===== src/rtl/axi_i2c_pkg.sv =====
// Shared types and constants for the AXI4-Lite to I2C write front end.
//   resp_t     : AXI write response encoding (BRESP)
//   fe_state_t : front-end transaction state
//   I2C_*      : bit positions of the I2C fields inside AWADDR / WDATA
package axi_i2c_pkg;

  typedef enum logic [1:0] {
    RESP_OKAY   = 2'b00,
    RESP_EXOKAY = 2'b01,
    RESP_SLVERR = 2'b10,
    RESP_DECERR = 2'b11
  } resp_t;

  typedef enum logic [1:0] {
    ST_IDLE,
    ST_ISSUE,
    ST_WAIT,
    ST_RESP
  } fe_state_t;

  // AWADDR[14:8] = 7-bit device address, AWADDR[7:0] = register pointer.
  localparam int I2C_DEV_W    = 7;
  localparam int I2C_DEV_LSB  = 8;
  localparam int I2C_DEV_MSB  = I2C_DEV_LSB + I2C_DEV_W - 1;
  localparam int I2C_REG_W    = 8;
  localparam int I2C_REG_LSB  = 0;
  localparam int I2C_DATA_W   = 8;
  // First AWADDR bit that must be zero for the address to decode.
  localparam int I2C_ADDR_TOP = I2C_DEV_MSB + 1;

endpackage


===== src/rtl/axi_i2c_wr_frontend_if.sv =====
// AXI4-Lite write channels (AW, W, B) between an AXI master and the front end.
//   master modport : drives AWVALID/AWADDR, WVALID/WDATA, BREADY
//   slave  modport : drives AWREADY, WREADY, BVALID/BRESP
interface axi_i2c_wr_frontend_if #(
  parameter int ADDR_WIDTH = 32,
  parameter int DATA_WIDTH = 32,
  parameter int RESP_WIDTH = 2
);

  logic                  AWVALID;
  logic                  AWREADY;
  logic [ADDR_WIDTH-1:0] AWADDR;
  logic                  WVALID;
  logic                  WREADY;
  logic [DATA_WIDTH-1:0] WDATA;
  logic                  BVALID;
  logic                  BREADY;
  logic [RESP_WIDTH-1:0] BRESP;

  modport master (
    output AWVALID, AWADDR, WVALID, WDATA, BREADY,
    input  AWREADY, WREADY, BVALID, BRESP
  );

  modport slave (
    input  AWVALID, AWADDR, WVALID, WDATA, BREADY,
    output AWREADY, WREADY, BVALID, BRESP
  );

endinterface


===== src/rtl/i2c_wdog_timer.sv =====
// Watchdog counter for an outstanding I2C command.
//   clk, rst_n : clock, asynchronous active-low reset
//   clear      : force the count back to zero (has priority over enable)
//   enable     : count one cycle
//   expired    : count has reached TIMEOUT_CYC-1
module i2c_wdog_timer #(
  parameter int TIMEOUT_CYC = 4096
) (
  input  logic clk,
  input  logic rst_n,
  input  logic clear,
  input  logic enable,
  output logic expired
);

  localparam int CNT_W = $clog2(TIMEOUT_CYC);
  localparam logic [CNT_W-1:0] LAST = CNT_W'(TIMEOUT_CYC - 1);

  logic [CNT_W-1:0] cnt_q;
  logic [CNT_W-1:0] cnt_d;

  assign expired = (cnt_q == LAST);

  // Saturates at LAST so a missed clear can never wrap into a fresh window.
  always_comb begin
    cnt_d = cnt_q;
    if (clear) begin
      cnt_d = '0;
    end else if (enable && !expired) begin
      cnt_d = cnt_q + CNT_W'(1);
    end
  end

  always_ff @(posedge clk or negedge rst_n) begin
    if (!rst_n) begin
      cnt_q <= '0;
    end else begin
      cnt_q <= cnt_d;
    end
  end

endmodule


===== src/rtl/axi_i2c_wr_frontend.sv =====
// AXI4-Lite write slave feeding the I2C master engine.
// Joins AW and W beats (any order), decodes the I2C target, issues one
// byte-write command, waits for completion or timeout and returns BRESP.
// One transaction outstanding at a time.
//   ACLK, ARESETn : clock, asynchronous active-low reset (shared with engine)
//   axi           : AXI4-Lite write channels (slave side)
//   cmd_valid/ready, cmd_dev/reg/data : command handshake to the engine
//   cmd_done, cmd_nack : completion pulse and its NACK qualifier
//   cmd_abort     : one-cycle pulse telling the engine to abandon the command
module axi_i2c_wr_frontend
  import axi_i2c_pkg::*;
#(
  parameter int ADDR_WIDTH  = 32,
  parameter int DATA_WIDTH  = 32,
  parameter int RESP_WIDTH  = 2,
  parameter int TIMEOUT_CYC = 4096
) (
  input  logic                  ACLK,
  input  logic                  ARESETn,
  axi_i2c_wr_frontend_if.slave  axi,
  output logic                  cmd_valid,
  input  logic                  cmd_ready,
  output logic [I2C_DEV_W-1:0]  cmd_dev,
  output logic [I2C_REG_W-1:0]  cmd_reg,
  output logic [I2C_DATA_W-1:0] cmd_data,
  input  logic                  cmd_done,
  input  logic                  cmd_nack,
  output logic                  cmd_abort
);

  fe_state_t state_q, state_d;
  logic      aw_held_q, aw_held_d;
  logic      w_held_q, w_held_d;
  logic      awready_q, awready_d;
  logic      wready_q, wready_d;
  logic      decerr_q, decerr_d;
  logic [I2C_DEV_W-1:0]  dev_q, dev_d;
  logic [I2C_REG_W-1:0]  reg_q, reg_d;
  logic [I2C_DATA_W-1:0] data_q, data_d;
  resp_t     bresp_q, bresp_d;

  logic aw_fire;
  logic w_fire;
  logic both_held;
  logic b_fire;
  logic wdog_expired;

  // Only the low byte of WDATA travels to the engine.
  logic [DATA_WIDTH-1:0] wdata_all;
  logic                  unused_wdata;
  assign wdata_all    = axi.WDATA;
  assign unused_wdata = ^wdata_all;

  assign aw_fire   = axi.AWVALID && awready_q;
  assign w_fire    = axi.WVALID && wready_q;
  assign both_held = aw_held_q && w_held_q;
  assign b_fire    = (state_q == ST_RESP) && axi.BREADY;

  i2c_wdog_timer #(
    .TIMEOUT_CYC (TIMEOUT_CYC)
  ) u_wdog (
    .clk     (ACLK),
    .rst_n   (ARESETn),
    .clear   (state_q != ST_WAIT),
    .enable  (state_q == ST_WAIT),
    .expired (wdog_expired)
  );

  // Next-state logic
  always_comb begin
    state_d = state_q;
    case (state_q)
      ST_IDLE:  if (both_held) state_d = decerr_q ? ST_RESP : ST_ISSUE;
      ST_ISSUE: if (cmd_ready) state_d = ST_WAIT;
      // A completion in the expiry cycle still counts as completion.
      ST_WAIT:  if (cmd_done || wdog_expired) state_d = ST_RESP;
      ST_RESP:  if (axi.BREADY) state_d = ST_IDLE;
      default:  state_d = ST_IDLE;
    endcase
  end

  // Capture flags, command fields and response
  always_comb begin
    aw_held_d = aw_held_q | aw_fire;
    w_held_d  = w_held_q | w_fire;
    decerr_d  = decerr_q;
    dev_d     = dev_q;
    reg_d     = reg_q;
    data_d    = data_q;
    bresp_d   = bresp_q;

    if (aw_fire) begin
      decerr_d = |axi.AWADDR[ADDR_WIDTH-1:I2C_ADDR_TOP];
      dev_d    = axi.AWADDR[I2C_DEV_MSB:I2C_DEV_LSB];
      reg_d    = axi.AWADDR[I2C_REG_LSB +: I2C_REG_W];
    end
    if (w_fire) begin
      data_d = wdata_all[I2C_DATA_W-1:0];
    end

    case (state_q)
      ST_IDLE: if (both_held && decerr_q) bresp_d = RESP_DECERR;
      ST_WAIT: begin
        if (cmd_done)          bresp_d = cmd_nack ? RESP_SLVERR : RESP_OKAY;
        else if (wdog_expired) bresp_d = RESP_SLVERR;
      end
      default: ;
    endcase

    if (b_fire) begin
      aw_held_d = 1'b0;
      w_held_d  = 1'b0;
      bresp_d   = RESP_OKAY;
    end

    // READYs are registered: they drop the cycle after a capture and
    // reassert the cycle after the B handshake.
    awready_d = (state_d == ST_IDLE) && !aw_held_d;
    wready_d  = (state_d == ST_IDLE) && !w_held_d;
  end

  // Outputs
  always_comb begin
    cmd_valid = (state_q == ST_ISSUE);
    cmd_abort = (state_q == ST_WAIT) && wdog_expired && !cmd_done;
  end

  assign axi.AWREADY = awready_q;
  assign axi.WREADY  = wready_q;
  assign axi.BVALID  = (state_q == ST_RESP);
  assign axi.BRESP   = RESP_WIDTH'(bresp_q);
  assign cmd_dev     = dev_q;
  assign cmd_reg     = reg_q;
  assign cmd_data    = data_q;

  always_ff @(posedge ACLK or negedge ARESETn) begin
    if (!ARESETn) begin
      state_q   <= ST_IDLE;
      aw_held_q <= 1'b0;
      w_held_q  <= 1'b0;
      awready_q <= 1'b0;
      wready_q  <= 1'b0;
      decerr_q  <= 1'b0;
      dev_q     <= '0;
      reg_q     <= '0;
      data_q    <= '0;
      bresp_q   <= RESP_OKAY;
    end else begin
      state_q   <= state_d;
      aw_held_q <= aw_held_d;
      w_held_q  <= w_held_d;
      awready_q <= awready_d;
      wready_q  <= wready_d;
      decerr_q  <= decerr_d;
      dev_q     <= dev_d;
      reg_q     <= reg_d;
      data_q    <= data_d;
      bresp_q   <= bresp_d;
    end
  end

endmodule


===== src/flat_wrapper.sv =====
// flat-port wrapper written by rule: the top's interface ports become plain ports
module axi_i2c_wr_frontend_flat import axi_i2c_pkg::*;
#(
  parameter int ADDR_WIDTH  = 32,
  parameter int DATA_WIDTH  = 32,
  parameter int RESP_WIDTH  = 2,
  parameter int TIMEOUT_CYC = 4096
)
  (ACLK, ARESETn, cmd_valid, cmd_ready, cmd_dev, cmd_reg, cmd_data, cmd_done, cmd_nack, cmd_abort, axi_AWVALID, axi_AWADDR, axi_WVALID, axi_WDATA, axi_BREADY, axi_AWREADY, axi_WREADY, axi_BVALID, axi_BRESP);
  axi_i2c_wr_frontend_if #(.ADDR_WIDTH(ADDR_WIDTH), .DATA_WIDTH(DATA_WIDTH), .RESP_WIDTH(RESP_WIDTH)) axi_i ();
  input  logic ACLK;
  input  logic ARESETn;
  output logic cmd_valid;
  input  logic cmd_ready;
  output logic [I2C_DEV_W-1:0] cmd_dev;
  output logic [I2C_REG_W-1:0] cmd_reg;
  output logic [I2C_DATA_W-1:0] cmd_data;
  input  logic cmd_done;
  input  logic cmd_nack;
  output logic cmd_abort;
  input wire logic [$bits(axi_i.AWVALID)-1:0] axi_AWVALID;
  input wire logic [$bits(axi_i.AWADDR)-1:0] axi_AWADDR;
  input wire logic [$bits(axi_i.WVALID)-1:0] axi_WVALID;
  input wire logic [$bits(axi_i.WDATA)-1:0] axi_WDATA;
  input wire logic [$bits(axi_i.BREADY)-1:0] axi_BREADY;
  output wire logic [$bits(axi_i.AWREADY)-1:0] axi_AWREADY;
  output wire logic [$bits(axi_i.WREADY)-1:0] axi_WREADY;
  output wire logic [$bits(axi_i.BVALID)-1:0] axi_BVALID;
  output wire logic [$bits(axi_i.BRESP)-1:0] axi_BRESP;
  assign axi_i.AWVALID = axi_AWVALID;
  assign axi_i.AWADDR = axi_AWADDR;
  assign axi_i.WVALID = axi_WVALID;
  assign axi_i.WDATA = axi_WDATA;
  assign axi_i.BREADY = axi_BREADY;
  assign axi_AWREADY = axi_i.AWREADY;
  assign axi_WREADY = axi_i.WREADY;
  assign axi_BVALID = axi_i.BVALID;
  assign axi_BRESP = axi_i.BRESP;
  axi_i2c_wr_frontend #(.ADDR_WIDTH(ADDR_WIDTH), .DATA_WIDTH(DATA_WIDTH), .RESP_WIDTH(RESP_WIDTH), .TIMEOUT_CYC(TIMEOUT_CYC)) u_core (.ACLK(ACLK), .ARESETn(ARESETn), .axi(axi_i), .cmd_valid(cmd_valid), .cmd_ready(cmd_ready), .cmd_dev(cmd_dev), .cmd_reg(cmd_reg), .cmd_data(cmd_data), .cmd_done(cmd_done), .cmd_nack(cmd_nack), .cmd_abort(cmd_abort));
endmodule

===== config.mk =====
export PLATFORM = sky130hd
export DESIGN_NAME = axi_i2c_wr_frontend_flat
export DESIGN_NICKNAME = d
export VERILOG_FILES = /design/src/rtl/axi_i2c_pkg.sv /design/src/rtl/axi_i2c_wr_frontend_if.sv /design/src/rtl/i2c_wdog_timer.sv /design/src/rtl/axi_i2c_wr_frontend.sv /design/src/flat_wrapper.sv
export SDC_FILE = /design/constraint.sdc
export NUM_CORES = 1
export LEC_CHECK = 0
export BUFFER_PORTS_ARGS = -buffer_cell sky130_fd_sc_hd__buf_4
export CAP_MARGIN = 40
export CORE_ASPECT_RATIO = 1.5
export CORE_MARGIN = 2
export CORE_UTILIZATION = 25
export CTS_CLUSTER_DIAMETER = 60
export DETAILED_ROUTE_END_ITERATION = 8
export PLACE_DENSITY = 0.57
export SLEW_MARGIN = 20
export SYNTH_ARGS = -nofsm -noshare
export SYNTH_HDL_FRONTEND = slang
export SYNTH_SLANG_ARGS = --single-unit

===== constraint.sdc =====
create_clock -name ACLK -period 1.6 [get_ports ACLK]
set_clock_uncertainty 0.15 [all_clocks]
set_input_delay 0.24 -clock ACLK [delete_from_list [all_inputs] [get_ports ACLK]]
set_output_delay 0.24 -clock ACLK [all_outputs]
set_load 0.02 [all_outputs]

After elaboration in Yosys (flattened, before gate mapping)
Cells that the tools add are included.
{ "totals": {"register_bits": 44, "mem_bits_ro": 0, "elab_cells": 58, "ramBits": 0, "latch_bits": 0, "mem_count": 0, "output_inout_bits": 30, "input_bits": 72} }
{ "op_classes": {"n_mul": 0, "n_lt_le_gt_ge": 0, "n_addsub": 1, "eq_ne": 7, "div": 0, "shift": 0, "reduce_logical": 21, "bitwise_logic": 2, "mux": 16} }
{ "op_table": {"columns": ["operator", "count"], "rows": [
  ["12-bit two-way mux", 2],
  ["2-bit two-way mux", 10],
  ["17-bit OR reduction", 1],
  ["12-bit by 1-bit adder with 12-bit output, second input constant", 1],
  ["12-bit == test, second input constant", 1],
  ["1-bit logical AND", 10],
  ["2-bit one-hot mux with 4 select lines", 1],
  ["2-bit == test, second input constant", 2],
  ["1-bit logical NOT", 4],
  ["2-bit logical NOT", 2],
  ["4-bit by 2-bit != test with 1-bit output, second input constant", 1],
  ["2-bit one-hot mux with 2 select lines", 1],
  ["3-bit by 1-bit != test with 1-bit output, second input constant", 1],
  ["3-bit AND reduction", 1],
  ["3-bit nonzero test", 1],
  ["2-bit by 1-bit == test with 1-bit output, second input constant", 1],
  ["1-bit two-way mux", 2],
  ["2-bit != test, second input constant", 1],
  ["1-bit OR", 2],
  ["2-bit nonzero test", 1],
  ["1-bit logical OR", 1]
]} }

Logic depth before layout (Yosys ltp)
Gate-level depths: netlist of the first run.
{ "logic_depth": {"word_depth": 6, "mapped_depth": 5, "mapped_depth_nobuf": 5} }

By module
From an unflattened synthesis of the first run, not the netlist that was laid out.
{ "hier_totals": {"cells_unflattened": 166, "hier_area_um2": 1985.7} }
{ "by_module_without_submodules": {"columns": ["module", "area_per_inst_um2", "instances", "cells_per_inst"], "rows": [
  ["axi_i2c_wr_frontend", 1323.8, 1, 99],
  ["i2c_wdog_timer", 661.9, 1, 67]
]} }

Least setup slack after synthesis of the first run
OpenSTA, ideal clock, no wires.
{ "synth_path": {"path_kind": "reg-to-output", "start": "reg u_core.u_wdog.cnt_q[0]", "end": "out cmd_abort", "t_arrival_ns": 1.505, "stages_incl_launch_ff": 6, "slack_ns": -0.295, "required_ns": 1.210, "cell_sequence": "dfrtp_1 ha_1 nand3_2 nor2_1 nand2_1 nor3_1"} }
{ "synth_between": {"elab_chain_len": 3} }
{ "synth_lines": {"columns": ["element", "line_no", "text"], "rows": [
  ["start, declared", "i2c_wdog_timer.sv:19", "logic [CNT_W-1:0] cnt_q;"],
  ["start signal, assigned", "i2c_wdog_timer.sv:38", "cnt_q <= cnt_d;"],
  ["12-bit == test", "i2c_wdog_timer.sv:22", "assign expired = (cnt_q == LAST);"],
  ["1-bit logical AND (2 in a row)", "axi_i2c_wr_frontend.sv:125", "cmd_abort = (state_q == ST_WAIT) && wdog_expired && !cmd_done;"],
  ["end, declared", "flat_wrapper.sv:20", "output logic cmd_abort;"]
]} }
Every way passes these cells.

Worst setup path after layout of the first run
{ "layout_path": {"start": "reg u_core.u_wdog.cnt_q[11]", "end": "out cmd_abort"} }
The elaborated chain is that of the path after synthesis.

==> metrics.md, run 1 <==
| Metric | Value |
|---|---|
| Net Sw Power | 1695 uW |
| Slew margin rel. | 61.05% |
| Pint | 3369 uW |
| Power Density | 1612 nW/um^2 |
| Hold Slack | 36.70 ps |
| DR pass1 iterations | 4 |
| H-tree depth | 2 |
| Via count | 1673 |
| Post-synth EDFFs | 0 |
| Detailed router's first-iteration violation count | 56 |
| WP data required | 1210 ps |
| Sequential cell area fraction in the yosys report | 55.98% |
| Vias per cell | 4.609 |
| Share of cells above drive strength 1 | 60.15% |
| First-pass GRT wire length | 7.962 mm |
| Die Span X | 76.42 um |
| Syn avg cell area | 12.45 sq um |
| Area Overhead vs Synth | 59.67% |
| Fin util | 41.26% |
| Placed Area | 2830 sq um |
| Cell area after layout | 3141 sq um |
| Final Cycle Share | 112.3% |
| TritonCTS sink count | 44 |
| CP Class | flip-flop to output port |
| Routed Antenna Nets | 0 |
| Slew Limit Fails | 0 |
| Tot Pwr | 5064 uW |
| Clock Tree Buf Depth | 2 |
| Tightest Pin Transition | 584.3 ps |
| Full die area | 8608 sq um |
| Max-cap violations | 0 |
| Gpl congestion | 0.7362 |
| Leak pwr | 0.001462 uW |
| Largest net degree at the start of global routing | 45 |
| # rows | 39 |
| Async S/R FF share, synth | 100.0% |
| Final WS setup | -196.1 ps |
| Vias in the first global route | 1700 |
| Most frequent cells in the layout | buf_4, dfrtp_1, mux2_2 |
| Total Routed Length | 4.811 mm |
| Number of flip-flops under the largest register name | 12 |
| Distinct cell type count after synthesis | 44 |
| Setup violators final | 7 |
| Placed cells | 351 |
| Type of origin of the critical path | flip-flop |
| GR Overflow Total | 0 |
| Max IR drop VDD | 0.8170 mV |
| Clock transition at path regs | 60 ps |
| Routed WL per cell | 13.25 um |
| Critical Path End Type | output port |
| Crit path largest cell delay | 460 ps |
| Post-DP HPWL | 3.539 mm |
| Commonest non-fill, non-tap cell in the layout | buf_4 |
| NumNets Final | 335 |
| Root Buffer | clkbuf_16 |
| Total Routing Usage GR | 11.44% |
| IO buf count | 77 |
| Cell Chain, Critical Path | and4_1, nand2_2, nor3_4, buf_6 |
| Worst-Skew Late Latency | 280 ps |
| Max Fclk | 0.5568 GHz |
| Yosys warns | 0 |
| Mapped Area | 1967 sq um |
| Sw Share | 33.48% |
| Core ar. | 7612 sq um |
| I/O Pins | 102 |
| Failing checks | negative setup slack |
| Reg2Reg Setup Slack | -160 ps |
| Top_reg_cell synth | dfrtp_1 |
| ANT cells | 0 |
| Sequential power share | 35.0% |
| Synthesized flop and latch total | 44 |
| Initial antenna violation count | 0 |
| Gate power share | 43.0% |
| Status | finished, violations left |
| Starting Density | 25.84% |
| RSZ-0062 raised after global routing | yes |
| Num CTS Buffers | 5 |
| Min Tclk post-route | 1796 ps |
| Clk pwr share | 22.0% |
| Mapped Cells | 158 |
| Hold Crit Class | primary input to flip-flop |
| Crit path max fanout | 4 |
| Syn nets | 231 |
| Endpoints failing hold | 0 |
| Layout Cells excl Fill | 363 |
| Die Ht | 112.6 um |
| Fillers | 776 |
| # DRC | 0 |
| Arrival time worst endpoint | 1410 ps |
| CTS tree | done |
| Slowest-stage cell, CP | dfrtp_1 |
## critical path, delay by kind of cell (launching register included)
kind / cells / cell delay (ps)
buffers and inverters: 1 / 130
flip-flops: 1 / 460
AND/OR/NAND/NOR: 3 / 530
## per-stage QoR
stage | setup WS (ps) | setup TNS (ps)
4_1_cts | -232.1 | -601.0
5_1_grt | -252.0 | -1155
2_1_floorplan | -76.75 | -91.60
3_3_place_gp | -51.02 | -51.02
6_report | -196.1 | -443.9
3_5_place_dp | -55.90 | -55.90
## Yosys cell counts, types with 2 or more instances
cell type  number  area, sq um
dfrtp_1        44         1101
mux2_2         23        259.0
nor2_1         11        41.29
a21oi_1         5        25.02
nor3_1          5        25.02
buf_2           4        20.02
inv_1           4        15.01
nand2_1         4        15.01
nor4_1          4        25.02
xor2_1          4        35.03
a31oi_1         3        18.77
and2_1          3        18.77
and4_1          3        26.28
nand3_1         3        15.01
o2111ai_1       3        26.28
o21ai_0         3        15.01
clkbuf_1        2        7.510
nand2b_1        2        12.51
o21a_1          2        15.01
xnor2_1         2        17.52
## power by group through the flow
stage | Combinational [uW] | Clock, uW | Sequential [uW]
finish | 2180 | 1110 | 1770
global route | 2320 | 1190 | 1830
CTS | 2090 | 1160 | 1780
detailed placement | 2030 | 0 | 1790
global placement | 2010 | 0 | 1780
floorplan | 768 | 0 | 2140
## per-layer routing
layer / wire [um] / GRT usage (%) / up-vias
li1: - / - / 790
met3: 244 / 2.492 / 6
met4: 70 / 4.364 / 0
met1: 1910 / 12.98 / 820
met2: 2586 / 20.83 / 57
met5: 0 / 0 / -
## layout make-up
class                           instances  area, sq um  area share (%)
Clock buffer                            5        125.1           3.984
Clock inverter                          1        30.03          0.9562
Inverter                                4        15.01          0.4781
Multi-Input combinational cell        104        952.2           30.32
Sequential cell                        44         1104           35.14
Tap cell                              102        127.6           4.064
Timing Repair Buffer                  103        787.0           25.06
## repair_timing
item / in CTS / in global routing
pin swaps: 5 / 8
gates resized for setup: 10 / 14
endpoints found under the setup margin: 3 / 18
buffers inserted: 2 / 4
hold buffers: 1 / 0
hold endpoints to repair: 44 / 0
## final timing paths
path / start / end / cells past startpoint
worst min-delay path: axi_AWADDR[8] / u_core.cmd_dev[0] / 2
worst max register to register: u_core.u_wdog.cnt_q[1] / u_core.axi.BRESP[1] / 6
min in group asynchronous: ARESETn / u_core.u_wdog.cnt_q[0] / 2
max in group asynchronous: ARESETn / u_core.state_q[1] / 2
worst max-delay path: u_core.u_wdog.cnt_q[11] / cmd_abort / 4
worst min register to register: u_core.cmd_data[5] / u_core.cmd_data[5] / 1
## kinds of logic (layout without fill, tap and decap cells)
kind of cell | Yosys count | after routing | synth area share, %
adders and majority gates | 1 | 1 | 0.6360
muxes | 25 | 25 | 14.25
buffers and inverters | 10 | 113 | 2.163
and+or+nand+nor | 47 | 47 | 15.20
xor gates and xnor gates | 6 | 6 | 2.672
AOI/OAI and AO/OA | 25 | 25 | 9.097
DFF | 44 | 44 | 55.98
(Power assumes the default switching activity.)
==> run 2: changes to the inputs <==
- PLACE_DENSITY: 0.57 -> 0.62
==> run 2 against run 1 <==
  * The run still ends with negative setup slack left
  * Sequential share of layout area down 0.49 points
  * Sequential cell count unchanged
  * Hold slack worse by 6.8 ps
  * Combinational power down 2%
  * Setup slack better by 2.3 ps
  * Fmax up 0.13%
  * Total power up 1.2%
  * Clock-buffer cell count up 1
  * First-iteration DRC count up 7.1%
  * Critical path depth unchanged
  * Cell count up 0.83%
  * Via count down 0.18%
==> metrics.md, run 2 (same netlist as run 1, synthesis figures left out) <==
| Metric | Value |
|---|---|
| Crit path largest cell delay | 450 ps (was 460 ps) |
| Max-cap violations | 0 (unchanged) |
| Clock Tree Buf Depth | 2 (unchanged) |
| Cell Chain, Critical Path | and4_1, nand2_2, nor3_4, buf_6 (unchanged) |
| Leak pwr | 0.001473 uW (was 0.001462 uW) |
| Status | finished, violations left (unchanged) |
| H-tree depth | 2 (unchanged) |
| Cell area after layout | 3178 sq um (was 3141 sq um) |
| Root Buffer | clkbuf_16 (unchanged) |
| Via count | 1670 (was 1673) |
| Pint | 3393 uW (was 3369 uW) |
| ANT cells | 0 (unchanged) |
| CP Depth | 4 (unchanged) |
| First-pass GRT wire length | 8.024 mm (was 7.962 mm) |
| TNS Setup | -546.7 ps (was -443.9 ps) |
| Placed Area | 2843 sq um (was 2830 sq um) |
| IO buf count | 77 (unchanged) |
| Slowest-stage cell, CP | dfrtp_1 (unchanged) |
| Worst-Skew Late Latency | 290 ps (was 280 ps) |
| RSZ-0062 raised after global routing | yes (unchanged) |
| Clock transition at path regs | 70 ps (was 60 ps) |
| Final WS setup | -193.8 ps (was -196.1 ps) |
| Total Routing Usage GR | 11.74% (was 11.44%) |
| Sequential power share | 34.3% (was 35.0%) |
| Share of cells above drive strength 1 | 59.47% (was 60.15%) |
| Sw Share | 33.79% (was 33.48%) |
| Net Sw Power | 1732 uW (was 1695 uW) |
| Vias in the first global route | 1731 (was 1700) |
| TritonCTS sink count | 44 (unchanged) |
| Crit path max fanout | 5 (was 4) |
| Num CTS Buffers | 5 (unchanged) |
| Full die area | 8608 sq um (unchanged) |
| Routed WL per cell | 13.58 um (was 13.25 um) |
| Largest net degree at the start of global routing | 45 (unchanged) |
| # DRC | 0 (unchanged) |
| Max IR drop VDD | 0.6911 mV (was 0.8170 mV) |
| Final Cycle Share | 112.1% (was 112.3%) |
| Worst r2r path cells | 6 (unchanged) |
| Most frequent cells in the layout | buf_4, dfrtp_1, mux2_2 (unchanged) |
| Core ar. | 7612 sq um (unchanged) |
| DR pass1 iterations | 4 (unchanged) |
| NumNets Final | 336 (was 335) |
| Buf+Inv Stages, Crit Path | 1 (unchanged) |
| Arrival time worst endpoint | 1400 ps (was 1410 ps) |
| Min Tclk post-route | 1794 ps (was 1796 ps) |
| Post-DP HPWL | 3.553 mm (was 3.539 mm) |
| Hold path cells | 2 (unchanged) |
| Critical Path End Type | output port (unchanged) |
| CP top delay family | simple AND/OR/NAND/NOR gates (unchanged) |
| GR Overflow Total | 0 (unchanged) |
| I/O Pins | 102 (unchanged) |
| Fillers | 760 (was 776) |
| Setup violators final | 8 (was 7) |
| Area Overhead vs Synth | 61.58% (was 59.67%) |
| Die Span X | 76.42 um (unchanged) |
| Gpl congestion | 0.7626 (was 0.7362) |
| Routed Antenna Nets | 0 (unchanged) |
| Detailed router's first-iteration violation count | 60 (was 56) |
| Power Density | 1612 nW/um^2 (about the same) |
| Gate power share | 41.8% (was 43.0%) |
| Endpoints failing hold | 0 (unchanged) |
| Tightest Pin Transition | 570.4 ps (was 584.3 ps) |
| Number of flip-flops under the largest register name | 12 (unchanged) |
| Failing checks | negative setup slack (unchanged) |
| # rows | 39 (unchanged) |
| Max Fclk | 0.5575 GHz (was 0.5568 GHz) |
| CP Class | flip-flop to output port (unchanged) |
| Total Routed Length | 4.972 mm (was 4.811 mm) |
| Die Ht | 112.6 um (unchanged) |
| Register area | 1101 sq um (was 1104 sq um) |
| Initial antenna violation count | 0 (unchanged) |
| CTS tree | done (unchanged) |
| Vias per cell | 4.563 (was 4.609) |
| WP data required | 1210 ps (about the same) |
| Area taken by multi-input logic gates | 953.4 sq um (was 952.2 sq um) |
| Slew margin rel. | 61.97% (was 61.05%) |
| Starting Density | 25.84% (unchanged) |
| Commonest non-fill, non-tap cell in the layout | buf_4 (unchanged) |
| Slew Limit Fails | 0 (unchanged) |
| Tot Pwr | 5124 uW (was 5064 uW) |
| Type of origin of the critical path | flip-flop (unchanged) |
| Clk pwr share | 23.8% (was 22.0%) |
| Hold Crit Class | primary input to flip-flop (unchanged) |
run 2: metrics by stage:
| stage | setup slack [ps] | cells | utilization, % | hold slack [ps] |
|---|---|---|---|---|
| floorplan | -76.75 | 158 | - | -205.6 |
| global placement | -31.09 | 351 | 37.34 | 127.2 |
| detailed placement | -61.91 | 351 | 37.34 | 133.4 |
| CTS | -229.7 | 363 | 40.94 | 25.29 |
| global route | -275.4 | 366 | 41.75 | 27.54 |
| finish | -193.8 | 366 | 41.75 | 29.89 |
run 2: power groups by stage:
stage	sequential [uW]	clock (uW)	combinational, uW
final	1760	1220	2140
after global routing	1820	1300	2310
after CTS	1760	1250	2160
after detailed placement	1790	0	2090
after global placement	1760	0	2060
after floorplan	2140	0	768
run 2: metal layers:
metal | GRT usage [%] | share of wire (%) | wire length, um | vias to the layer above
li1 | - | - | - | 791
met1 | 13.21 | 37 | 1859 | 821
met2 | 21.12 | 56 | 2784 | 50
met3 | 1.929 | 4.3 | 214 | 8
met4 | 6.182 | 2.3 | 113 | 0
met5 | 0 | 0 | 0 | -
run 2: area by class of cell:
class                   count  area share [%]
clock inverters             2           1.220
flip-flops and latches     44           34.65
repair buffers            104           25.28
clock buffers               6           4.370
well taps                 102           4.016
multi-input cells         104           30.00
inverters                   4          0.4724
run 2: worst reg2reg max path: cells and delay by family, from the launching register on:
family / cells / cell delay [ps]
adder cells (fa/ha/maj): 1 / 190
AND/OR/NAND/NOR: 2 / 110
AO/OA/AOI/OAI: 1 / 390
buffers and inverters: 1 / 140
multiplexers: 1 / 300
flip-flops: 1 / 410
run 2: path summary, 6_finish.rpt:
kind | slack, ps | from | endpoint
setup / recovery | -190 | u_core.u_wdog.cnt_q[10] | cmd_abort
hold / removal | 30 | axi_WDATA[3] | u_core.cmd_data[3]
setup reg to reg | -190 | u_core.u_wdog.cnt_q[1] | u_core.axi.BRESP[1]
hold reg to reg | 360 | u_core.cmd_dev[5] | u_core.cmd_dev[5]
max in group asynchronous | 570 | ARESETn | u_core.cmd_dev[3]
min in group asynchronous | 340 | ARESETn | u_core.cmd_reg[6]
run 2: what timing repair did:
| item | CTS | global route |
|---|---|---|
| buffers inserted | 3 | 3 |
| endpoints found under the setup margin | 6 | 14 |
| resized for setup | 13 | 8 |
| pin swaps | 8 | 10 |
| endpoints found under the hold margin | 44 | 0 |
| hold buffers | 1 | 0 |
==> run 3: changes to the inputs <==
- PLACE_DENSITY: 0.62 -> 0.6
==> run 3 against run 2 <==
  * The run still ends with negative setup slack left
  * Sequential power is essentially flat
  * Largest power group unchanged
  * Setup slack got worse by 10 ps
  * Hold slack better by 5.9 ps
  * Global-route usage decreased by 0.32 points
  * Register-to-register slack improved by 90 ps
  * Critical path depth is 2 higher
==> metrics.md, run 3 (same netlist as run 1, synthesis figures left out) <==
| Metric | Value |
|---|---|
| Slowest-stage cell, CP | dfrtp_1 (unchanged) |
| Die Ht | 112.6 um (unchanged) |
| NumNets Final | 330 (was 336) |
| H-tree depth | 2 (unchanged) |
| CTS tree | done (unchanged) |
| Number of flip-flops under the largest register name | 12 (unchanged) |
| Crit path largest cell delay | 390 ps (was 450 ps) |
| RSZ-0062 raised after global routing | yes (unchanged) |
| Total Routing Usage GR | 11.42% (was 11.74%) |
| Root Buffer | clkbuf_16 (unchanged) |
| IO buf count | 77 (unchanged) |
| ANT cells | 0 (unchanged) |
| Clock Tree Buf Depth | 2 (unchanged) |
| Placement Setup Slack | -54.92 ps (was -61.91 ps) |
| Tot Pwr | 4875 uW (was 5124 uW) |
| Commonest non-fill, non-tap cell in the layout | buf_4 (unchanged) |
| Routed Antenna Nets | 0 (unchanged) |
| DR pass1 iterations | 4 (unchanged) |
| Worst r2r path cells | 6 (unchanged) |
| Max Fclk | 0.5544 GHz (was 0.5575 GHz) |
| Tightest Pin Transition | 567.3 ps (was 570.4 ps) |
| Vias per cell | 4.492 (was 4.563) |
| Gpl congestion | 0.8302 (was 0.7626) |
| Status | finished, violations left (unchanged) |
| Core ar. | 7612 sq um (unchanged) |
| First-pass GRT wire length | 8.031 mm (was 8.024 mm) |
| Max IR drop VDD | 0.9626 mV (was 0.6911 mV) |
| TNS Setup | -339.0 ps (was -546.7 ps) |
| Post-DP HPWL | 3.486 mm (was 3.553 mm) |
| Buf+Inv Stages, Crit Path | 1 (unchanged) |
| Area Overhead vs Synth | 58.40% (was 61.58%) |
| Max-cap violations | 0 (unchanged) |
| Vias in the first global route | 1756 (was 1731) |
| Slew Limit Fails | 0 (unchanged) |
| Largest net degree at the start of global routing | 45 (unchanged) |
| Final WS setup | -203.8 ps (was -193.8 ps) |
| # DRC | 0 (unchanged) |
| Min Tclk post-route | 1804 ps (was 1794 ps) |
| Clock transition at path regs | 60 ps (was 70 ps) |
| Full die area | 8608 sq um (unchanged) |
| Worst-Skew Late Latency | 280 ps (was 290 ps) |
| Die Span X | 76.42 um (unchanged) |
| Power Density | 1565 nW/um^2 (was 1612 nW/um^2) |
| Share of cells above drive strength 1 | 58.14% (was 59.47%) |
| Num CTS Buffers | 5 (unchanged) |
| Arrival time worst endpoint | 1410 ps (was 1400 ps) |
| Initial antenna violation count | 0 (unchanged) |
| CP Depth | 6 (was 4) |
| # rows | 39 (unchanged) |
| Via count | 1617 (was 1670) |
| Type of origin of the critical path | flip-flop (unchanged) |
| Hold path cells | 2 (unchanged) |
| Endpoints failing hold | 0 (unchanged) |
| Total Routed Length | 4.692 mm (was 4.972 mm) |
| Crit path max fanout | 2 (was 5) |
| Final Cycle Share | 112.7% (was 112.1%) |
| Slew margin rel. | 62.18% (was 61.97%) |
| CP top delay family | simple AND/OR/NAND/NOR gates (unchanged) |
| I/O Pins | 102 (unchanged) |
| Cell Chain, Critical Path | ha_4, nand3_4, nor2_4, nand2_2, nor3_4, buf_6 (was and4_1, nand2_2, nor3_4, buf_6) |
| Starting Density | 25.84% (unchanged) |
| Hold Crit Class | primary input to flip-flop (unchanged) |
| Detailed router's first-iteration violation count | 35 (was 60) |
| TritonCTS sink count | 44 (unchanged) |
| Setup violators final | 3 (was 8) |
| CP Class | flip-flop to output port (unchanged) |
| WP data required | 1210 ps (about the same) |
| Most frequent cells in the layout | buf_4, dfrtp_1, mux2_2 (unchanged) |
| Critical Path End Type | output port (unchanged) |
| Leak pwr | 0.001431 uW (was 0.001473 uW) |
| GR Overflow Total | 0 (unchanged) |
| Routed WL per cell | 13.03 um (was 13.58 um) |
| Failing checks | negative setup slack (unchanged) |
==> run 3: changes by cell type in the layout (fill, tap and decap cells not counted), sizes merged <==
cell and change:
clkinv -1, clkinvlp +1, bufinv -1, buf -6, clkbuf +1
==> run 3: layout make-up <==
class / instances / area [sq um]
inverters: 4 / 15.01
well taps: 102 / 127.6
clock inverters: 1 / 7.507
flip-flops and latches: 44 / 1102
fillers: 755 / 4497
clock buffers: 7 / 142.6
multi-input cells: 104 / 954.7
repair buffers: 98 / 765.7
==> run 3: where the power goes <==
group	switching, uW	internal, uW
Combinational	1010	1060
Sequential	258	1520
Clock	410	622
==> run 3: through the flow <==
step,hold WS (ps),area [sq um],utilization [%],cells
global placement,138.4,2835,37.25,350
global route,29.70,3115,40.93,360
floorplan,-205.6,2002,-,158
CTS,29.06,3070,40.34,360
detailed placement,136.0,2835,37.25,350
finish,35.81,3115,40.93,360
==> run 3: final timing paths <==
path,end,slack (ps),start
worst min-delay path,u_core.cmd_reg[7],40,axi_AWADDR[7]
max in group asynchronous,u_core.state_q[0],520,ARESETn
worst max register to register,u_core.axi.BRESP[1],-100,u_core.u_wdog.cnt_q[0]
min in group asynchronous,u_core.u_wdog.cnt_q[9],360,ARESETn
worst max-delay path,cmd_abort,-200,u_core.u_wdog.cnt_q[0]
worst min register to register,u_core.cmd_dev[1],360,u_core.cmd_dev[1]
==> run 3: what timing repair did <==
| item | in CTS | in global routing |
|---|---|---|
| hold buffers | 1 | 0 |
| hold endpoints to repair | 44 | 0 |
| pin swaps | 5 | 8 |
| buffers inserted | 1 | 0 |
| endpoints found under the setup margin | 5 | 14 |
| gates resized for setup | 13 | 9 |
==> run 3: metal layers <==
layer	part of all wire (%)	routed length [um]	vias up	GRT usage, %
li1	-	-	776	-
met3	4.1	192	7	2.814
met1	39	1810	798	12.60
met5	0	0	-	0
met4	1.1	53	0	4.242
met2	56	2635	36	21.00
